### config.mk
export PLATFORM = sky130hd
export DESIGN_NAME = parallel2serial_transmitter
export DESIGN_NICKNAME = d
export VERILOG_FILES = /design/src/rtl/p2s_pkg.sv /design/src/rtl/p2s_phase_timer.sv /design/src/rtl/parallel2serial_transmitter.sv
export SDC_FILE = /design/constraint.sdc
export NUM_CORES = 1
export LEC_CHECK = 0
export CAP_MARGIN = 10
export CORE_MARGIN = 1
export CORE_UTILIZATION = 40
export CTS_BUF_LIST = sky130_fd_sc_hd__clkbuf_16
export CTS_CLUSTER_DIAMETER = 50
export DETAILED_ROUTE_END_ITERATION = 6
export PLACE_DENSITY_LB_ADDON = 0.08
export SKIP_LAST_GASP = 1
export SLEW_MARGIN = 5
export SYNTH_ARGS = -nofsm -noshare
export SYNTH_HDL_FRONTEND = slang
export SYNTH_HIERARCHICAL = 1
export SYNTH_SLANG_ARGS = --single-unit
### constraint.sdc
create_clock -name clk -period 2 [get_ports clk]
set_clock_uncertainty 0.2 [all_clocks]
set_input_delay 0.2 -clock clk [delete_from_list [all_inputs] [get_ports clk]]
set_output_delay 0.2 -clock clk [all_outputs]
set_load 0.01 [all_outputs]
### src/rtl/p2s_pkg.sv
// Shared definitions for the 3-wire serial link transmitter.
//   p2s_state_t  : transmitter FSM states
//   phase_cnt_w  : width of a down-counter that must hold values 0..n
//   bit_cnt_w    : width of the bit counter that must reach DATA_WIDTH
//   P2S_*        : default link geometry, also used by the receiver bench
package p2s_pkg;

  typedef enum logic [2:0] {
    IDLE  = 3'd0,
    LOW   = 3'd1,
    HIGH  = 3'd2,
    TRAIL = 3'd3,
    GAP   = 3'd4
  } p2s_state_t;

  // Never returns 0 so a zero-length count still gets a legal 1-bit vector.
  function automatic int phase_cnt_w(input int n);
    return (n < 1) ? 1 : $clog2(n + 1);
  endfunction

  function automatic int bit_cnt_w(input int w);
    return (w < 1) ? 1 : $clog2(w + 1);
  endfunction

  localparam int P2S_DATA_WIDTH   = 15;
  localparam int P2S_CLK_DIV      = 4;
  localparam int P2S_GAP_CYCLES   = 2;
  // clk cycles serial_frame stays high for one word.
  localparam int P2S_FRAME_CYCLES = (2 * P2S_DATA_WIDTH + 1) * P2S_CLK_DIV;

endpackage

### src/rtl/p2s_phase_timer.sv
// Phase timer for the serial clock generator.
//   clk    : system clock
//   rst    : synchronous active-high reset
//   load   : restart a CLK_DIV-cycle phase (asserted on the phase-change edge)
//   expire : high during the last cycle of the current phase
// The counter is loaded with CLK_DIV-1 so that, counting the load edge, the
// phase lasts exactly CLK_DIV cycles; with CLK_DIV=1 every cycle expires.
module p2s_phase_timer
  import p2s_pkg::*;
#(
  parameter int CLK_DIV = 4
) (
  input  logic clk,
  input  logic rst,
  input  logic load,
  output logic expire
);

  localparam int PW = phase_cnt_w(CLK_DIV);
  localparam logic [PW-1:0] LOAD_VAL = PW'(CLK_DIV - 1);

  logic [PW-1:0] r_cnt;

  always_ff @(posedge clk) begin
    if (rst)                r_cnt <= '0;
    else if (load)          r_cnt <= LOAD_VAL;
    else if (r_cnt != '0)   r_cnt <= r_cnt - PW'(1);
  end

  assign expire = (r_cnt == '0);

endmodule

### src/rtl/parallel2serial_transmitter.sv
// Transmit side of the 3-wire serial link (serial_clock/serial_data/serial_frame).
// Takes a DATA_WIDTH-bit word on a valid/ready handshake and shifts it out MSB
// first on a self-generated serial clock (CLK_DIV clk cycles per half period).
//   clk, rst      : system clock, synchronous active-high reset
//   ena           : enable; gates frame acceptance only
//   in_data       : word to send, sampled on the accept edge
//   in_valid      : in_data valid
//   in_ready      : high in IDLE with ena=1 and rst=0
//   busy          : high from the accept edge until IDLE is re-entered
//   tx_done       : one-cycle pulse on the first cycle after the frame
//   serial_clock  : idle low; receiver samples on its rising edge
//   serial_data   : changes only while serial_clock is low
//   serial_frame  : high for the whole frame including the trailing low phase
module parallel2serial_transmitter
  import p2s_pkg::*;
#(
  parameter int DATA_WIDTH = P2S_DATA_WIDTH,
  parameter int CLK_DIV    = P2S_CLK_DIV,
  parameter int GAP_CYCLES = P2S_GAP_CYCLES
) (
  input  logic                  clk,
  input  logic                  rst,
  input  logic                  ena,
  input  logic [DATA_WIDTH-1:0] in_data,
  input  logic                  in_valid,
  output logic                  in_ready,
  output logic                  busy,
  output logic                  tx_done,
  output logic                  serial_clock,
  output logic                  serial_data,
  output logic                  serial_frame
);

  localparam int BW = bit_cnt_w(DATA_WIDTH);
  localparam int GW = phase_cnt_w(GAP_CYCLES);
  localparam logic [GW-1:0] GAP_LOAD = (GAP_CYCLES > 0) ? GW'(GAP_CYCLES - 1) : '0;

  p2s_state_t            r_state;
  logic [DATA_WIDTH-1:0] r_shift;
  logic [BW-1:0]         r_bit_cnt;
  logic [GW-1:0]         r_gap_cnt;
  logic                  r_sclk;
  logic                  r_frame;
  logic                  r_busy;
  logic                  r_tx_done;

  logic                  w_accept;
  logic                  w_expire;
  logic                  w_load;
  logic [BW-1:0]         w_bit_nxt;

  assign in_ready  = (r_state == IDLE) & ena & ~rst;
  assign w_accept  = in_valid & in_ready;
  assign w_bit_nxt = r_bit_cnt + BW'(1);

  // Restart the phase timer on every edge that enters a clocked phase.
  assign w_load = w_accept |
                  (w_expire & ((r_state == LOW) | (r_state == HIGH) | (r_state == TRAIL)));

  p2s_phase_timer #(.CLK_DIV(CLK_DIV)) u_timer (
    .clk    (clk),
    .rst    (rst),
    .load   (w_load),
    .expire (w_expire)
  );

  always_ff @(posedge clk) begin
    if (rst) begin
      r_state   <= IDLE;
      r_shift   <= '0;
      r_bit_cnt <= '0;
      r_gap_cnt <= '0;
      r_sclk    <= 1'b0;
      r_frame   <= 1'b0;
      r_busy    <= 1'b0;
      r_tx_done <= 1'b0;
    end else begin
      r_tx_done <= 1'b0;
      case (r_state)
        IDLE: begin
          if (w_accept) begin
            r_shift   <= in_data;
            r_bit_cnt <= '0;
            r_frame   <= 1'b1;
            r_busy    <= 1'b1;
            r_state   <= LOW;
          end
        end
        LOW: begin
          if (w_expire) begin
            r_sclk  <= 1'b1;
            r_state <= HIGH;
          end
        end
        HIGH: begin
          if (w_expire) begin
            r_sclk    <= 1'b0;
            r_bit_cnt <= w_bit_nxt;
            // Shifting on every exit leaves the register all-zero after the
            // last bit, which is what drives serial_data low in TRAIL.
            r_shift   <= {r_shift[DATA_WIDTH-2:0], 1'b0};
            r_state   <= (w_bit_nxt < BW'(DATA_WIDTH)) ? LOW : TRAIL;
          end
        end
        TRAIL: begin
          if (w_expire) begin
            r_frame   <= 1'b0;
            r_tx_done <= 1'b1;
            if (GAP_CYCLES == 0) begin
              r_busy  <= 1'b0;
              r_state <= IDLE;
            end else begin
              r_gap_cnt <= GAP_LOAD;
              r_state   <= GAP;
            end
          end
        end
        GAP: begin
          if (r_gap_cnt == '0) begin
            r_busy  <= 1'b0;
            r_state <= IDLE;
          end else begin
            r_gap_cnt <= r_gap_cnt - GW'(1);
          end
        end
        default: r_state <= IDLE;
      endcase
    end
  end

  assign busy         = r_busy;
  assign tx_done      = r_tx_done;
  assign serial_clock = r_sclk;
  assign serial_data  = r_shift[DATA_WIDTH-1];
  assign serial_frame = r_frame;

endmodule

After elaboration in Yosys (flattened, before gate mapping). Cells that the tools add are included.

Register bits after elaboration: 31. Bits of input ports: 19. Output and inout bits: 6. Word-level logic and storage cells: 77.

$add $sub $neg: 3. Order comparisons: 1. Eq/ne operators: 10. Muxes and demuxes: 26. Bitwise logic cells: 9. Reductions and logical operators: 18.

Operators with widths (count): $mux 15 (2); $pmux 15 s2 (1); $mux 3 (5); $pmux 3 s5 (1); $reduce_and 3->1 (5); $ne 2x2->1 const B (6); $reduce_bool 2->1 (6); $mux 2 (5); $mux 4 (2); $pmux 4 s2 (1); $eq 3x2->1 const B (2); $logic_not 3->1 (2); $pmux 1 s2 (3); $mux 1 (5); $reduce_and 5->1 (1); $add 4x1->4 const B (1); $and 1x1->1 (4); $lt 4x4->1 const B (1); $pmux 2 s2 (1); $reduce_or 2->1 (2); $eq 3x1->1 const B (1); $eq 3x3->1 const B (1); $or 1x1->1 (3); $reduce_bool 3->1 (1); other kinds (4) (5).

Longest topological paths before layout.
Word-level depth: 6. Depth in mapped cells: 9. Depth with buffers taken out: 8.

Cells and area by module. Netlist, hierarchy kept.

Modules (own cells, without submodules): parallel2serial_transmitter (times used 1, cells an instance 146, area each 1407.6 um^2, seq. area each 560.5 um^2); p2s_phase_timer (times used 1, cells an instance 18, area each 175.2 um^2, seq. area each 60.1 um^2).

Worst setup path before layout. Ideal clock, no wire load.

Kind: register to register. From: reg r_state[1]. To: reg u_timer.r_cnt[1]. Library setup time: 0.091 ns. Data arrival time: 1.641 ns. Required time: 1.709 ns. Slack: 0.068 ns. Stages on the path, launching flop included: 6. Buffers on the path: 1. Period minus slack after synthesis: 1.932 ns. Path through: dfxtp_1 -> buf_6 -> or4b_4 -> o22ai_1 -> nor4b_1 -> a311oi_1.

Word-level cells in the longest chain between the ends: 6. Elaborated cells between the ends (all ways): 13. Classes of those cells: eq/ne: 3; mux: 1; bitwise: 7; reduce/logical: 2.

RTL lines: start, declared (RTL line parallel2serial_transmitter.sv:38) `p2s_state_t r_state;`; start signal, assigned (RTL line parallel2serial_transmitter.sv:102) `r_state <= (w_bit_nxt < BW'(DATA_WIDTH)) ? LOW : TRAIL;`; $eq 3x1->1, or another cell as far along (RTL line parallel2serial_transmitter.sv:58) `(w_expire & ((r_state == LOW) | (r_state == HIGH) | (r_state == TRAIL)));`; $or 1x1->1 or $and 1x1->1 (tied branches) (2 in a row) (RTL line parallel2serial_transmitter.sv:58, parallel2serial_transmitter.sv:52); $and 1x1->1, on equally long branches (RTL line parallel2serial_transmitter.sv:58, parallel2serial_transmitter.sv:53); $or 1x1->1 * (RTL line parallel2serial_transmitter.sv:57) `assign w_load = w_accept |`; net w_load (RTL line parallel2serial_transmitter.sv:49) `logic w_load;`; $mux 2 or $reduce_bool 2->1 (tied branches); end signal, assigned (RTL line p2s_phase_timer.sv:27) `else if (r_cnt != '0) r_cnt <= r_cnt - PW'(1);`; end, declared (RTL line p2s_phase_timer.sv:22) `logic [PW-1:0] r_cnt;`.

The timed path passes the listed nets; every way through them passes the cells marked *. A chain may end at the register's enable or synchronous reset.

Worst setup path after layout.
From: in ena. To: out in_ready.

Word-level cells in the longest chain between the ends: 2.

RTL lines: start, declared (RTL line parallel2serial_transmitter.sv:23) `input logic ena,`; $and 1x1->1 (2 in a row) (RTL line parallel2serial_transmitter.sv:52) `assign in_ready = (r_state == IDLE) & ena & ~rst;`; end, declared (RTL line parallel2serial_transmitter.sv:26) `output logic in_ready,`.

No other way between the ends.

==> flow_metrics.tcl <==
set metrics [dict create \
    first_pass_iters 4 \
    io_buffer_count 24 \
    io_pins 25 \
    fin_crit_sh_pct 95.42 \
    p_switching_mw 0.5207 \
    hold_viol 0 \
    gr-usage-all-layers_pct 16.61 \
    endpoint_kind "primary output" \
    multi_input_area_um2 887.1 \
    num-fill-cells 342 \
    synthTopCellsByArea "dfxtp_1 39%, a211oi_2 12%, mux2i_1 8.9%" \
    drc 0 \
    crit_type "input port to primary output" \
    p_per_area_nw_per_um2 946.0 \
    dr.first_iter.drc_count 26 \
    cts_tree "yes" \
    grt_first_pass_wirelength_mm 5.319 \
    period_minus_slack_ns 1.908 \
    fp.dieH_um 64.91 \
    worst_ep_required_time_ns 1.60 \
    root_buffer "clkbuf_16" \
    regArea_um2 620.6 \
    drive_gt1_share_pct 23.53 \
    max-slew-margin-rel_pct 77.11 \
    setup_slack_ns 0.09158 \
    ant_nets 0 \
    netlist_area_um2 1583 \
    cell_internal_pwr_mw 1.528 \
    p_clk_share_pct 40.6 \
    start_kind "input port" \
    grt_use_met1_pct 18.19 \
    ys.flop_type "dfxtp_1" \
    hold_depth 2 \
    synth_cell_types 37 \
    yosys_warnings 6 \
    drv_slew 0 \
    cts_hold_buf 0 \
    clock_latency_ns 0.27 \
    routed_via_density 5.155 \
    routedWlPerCell_um 13.01 \
    diodes 0 \
    die_area_um2 4213 \
    power.share.combinational_pct 24.7 \
    num_vias 1299 \
    grt_most_used_layer "met2" \
    cp_max_fo 3 \
    dp.cells 242 \
    gp_congestion 0.7432 \
    cap_viol_max_count 0 \
    synth-edff-count 0 \
    core.rowCount 22 \
    synth_seq_area_share_pct 39.21 \
    wirelength_mm 3.278 \
    power_leakage_nw 0.7573 \
    worstPathArrival_ns 1.51 \
    outcome "completed" \
    synth_cells 164 \
    cts_num_sinks 31 \
    nets 227 \
    grt_pass1_vias 1250 \
    grt_start_max_net_pins 31 \
    antenna_found_initial 0 \
    syn2layout_area_growth_pct 36.84 \
    hpwlAfterDp_mm 2.213 \
    yosys_register_bits 31 \
    rsz0062_at_grt "false" \
    core_um2 3716 \
    fmax_mhz 524.0 \
    start_util_pct 42.59 \
    p_seq_share_pct 34.7 \
    yosys.area.top_type "dfxtp_1" \
    synth.avg_cell_area_um2 9.651 \
    r2r.worst_path.cells 6 \
    ctsHtreeMaxLevel 2 \
    worst_pin_slew_ns 0.3385 \
    grt_overflow 0 \
    die_w_um 64.91 \
    hold_class "register to register" \
    cts_inserted_buffers 5 \
    clkTransAtPathRegs_ns 0.05 \
    ir_worst_vdd_uv 687.9 \
    dp_slack_ns -0.2239 \
    instances_no_fill 252 \
    synth_top_area_share_pct 39.21 \
    swShare_pct 25.42 \
    met2_usage_pct 29.56 \
    async_flop_share_pct 0 \
    clk_path_buf_depth 2 \
    synth_fp_nets 188 \
    gr-usage-met3_pct 3.873 \
    finalSetupViolCount 0 \
]
[layer usage]
layer	up-vias	wire length, µm
met2	23	1617
met1	609	1477
met5	-	0
met3	6	135
li1	661	-
met4	0	47
[cell usage after synthesis (2+ instances only)]
cell	count
a211oi_1	3
inv_1	10
nor3b_1	2
nand2b_1	4
a211oi_2	15
nand3_1	4
a21oi_1	8
nor2b_1	3
or3_1	2
or3b_1	2
o21a_1	2
a31oi_1	2
a311oi_1	2
nor2_1	24
clkbuf_1	3
mux2i_1	14
nand2_1	4
o21ai_0	3
dfxtp_1	31
buf_6	3
ha_1	5
nor4b_1	3
[cells by family (layout without fill, tap and decap cells)]
kind of cell | Yosys count | in the layout | synth area share, %
fa+ha+maj | 5 | 5 | 3.953
flops | 31 | 31 | 39.21
buf+inv | 19 | 59 | 6.245
compound gates | 37 | 37 | 21.03
xor+xnor | 2 | 2 | 1.107
simple gates | 55 | 55 | 18.89
mux | 15 | 15 | 9.565
[flip-flops by register name, summed over array words and instances (netlist names)]
register / flops
r_state: 3
tx_done: 1
busy: 1
serial_clock: 1
serial_frame: 1
r_gap_cnt: 2
u_timer/r_cnt: 3
r_bit_cnt: 4
r_shift: 15
[final timing paths]
kind | end | slack, ns | start
setup reg to reg | r_shift[9] | 0.10 | r_state[1]
hold / removal | serial_frame | 0.27 | serial_frame
setup / recovery | in_ready | 0.09 | ena
hold reg to reg | serial_frame | 0.27 | serial_frame
[power by group through the flow]
stage | Combinational [mW] | Sequential (mW) | Clock, mW
floorplan | 0.275 | 0.718 | 0
global placement | 0.408 | 0.715 | 0
detailed placement | 0.423 | 0.720 | 0
CTS | 0.428 | 0.707 | 0.848
global route | 0.552 | 0.719 | 0.881
finish | 0.505 | 0.711 | 0.833
[worst max-delay path, stage by stage]
cell	delay, ns
clkdlybuf4s50_1	0.46
or4b_4	0.47
nor2_1	0.10
dlygate4sd2_1	0.27
[repair_timing]
item / 4_1_cts / 5_1_grt
setup buffers: 0 / 1
endpoints found under the setup margin: 2 / 15
pin swaps: 0 / 2
gates resized for setup: 2 / 5
gates cloned: 0 / 1
[area by class of cell]
type	count	share of cell area (%)
well taps	48	2.773
clock buffers	5	5.777
repair buffers	41	18.31
multi-input cells	114	40.96
clock inverters	3	1.791
inverters	10	1.733
flip-flops and latches	31	28.65
[cells in the final DEF, fill, tap and decap left out, types with 2 or more instances in the layout]
| master | count |
|---|---|
| a211oi_1 | 3 |
| a211oi_2 | 15 |
| a21oi_1 | 7 |
| a311oi_1 | 2 |
| a31oi_1 | 2 |
| buf_4 | 15 |
| clkbuf_16 | 6 |
| clkdlybuf4s50_1 | 23 |
| dfxtp_1 | 31 |
| ha_1 | 4 |
| inv_1 | 8 |
| inv_2 | 2 |
| mux2i_1 | 14 |
| nand2_1 | 4 |
| nand2b_1 | 3 |
| nand3_1 | 4 |
| nor2_1 | 24 |
| nor2b_1 | 3 |
| nor3b_1 | 2 |
| nor4b_1 | 3 |
| o21a_1 | 2 |
| o21ai_0 | 3 |
| or3_1 | 2 |
| or3b_1 | 2 |
[per-stage QoR]
stage	TNS [ns]	total power, mW	util, %	area [µm²]	hold WS [ns]
2_1_floorplan	0	0.9921	-	1583	0.06465
3_5_place_dp	-3.295	1.143	52.39	1947	0.2674
3_3_place_gp	-2.741	1.123	52.39	1947	0.2400
6_report	0	2.049	58.28	2166	0.2689
4_1_cts	0	1.984	56.77	2110	0.2739
5_1_grt	0	2.152	58.28	2166	0.3042
(Power assumes the default switching activity.)
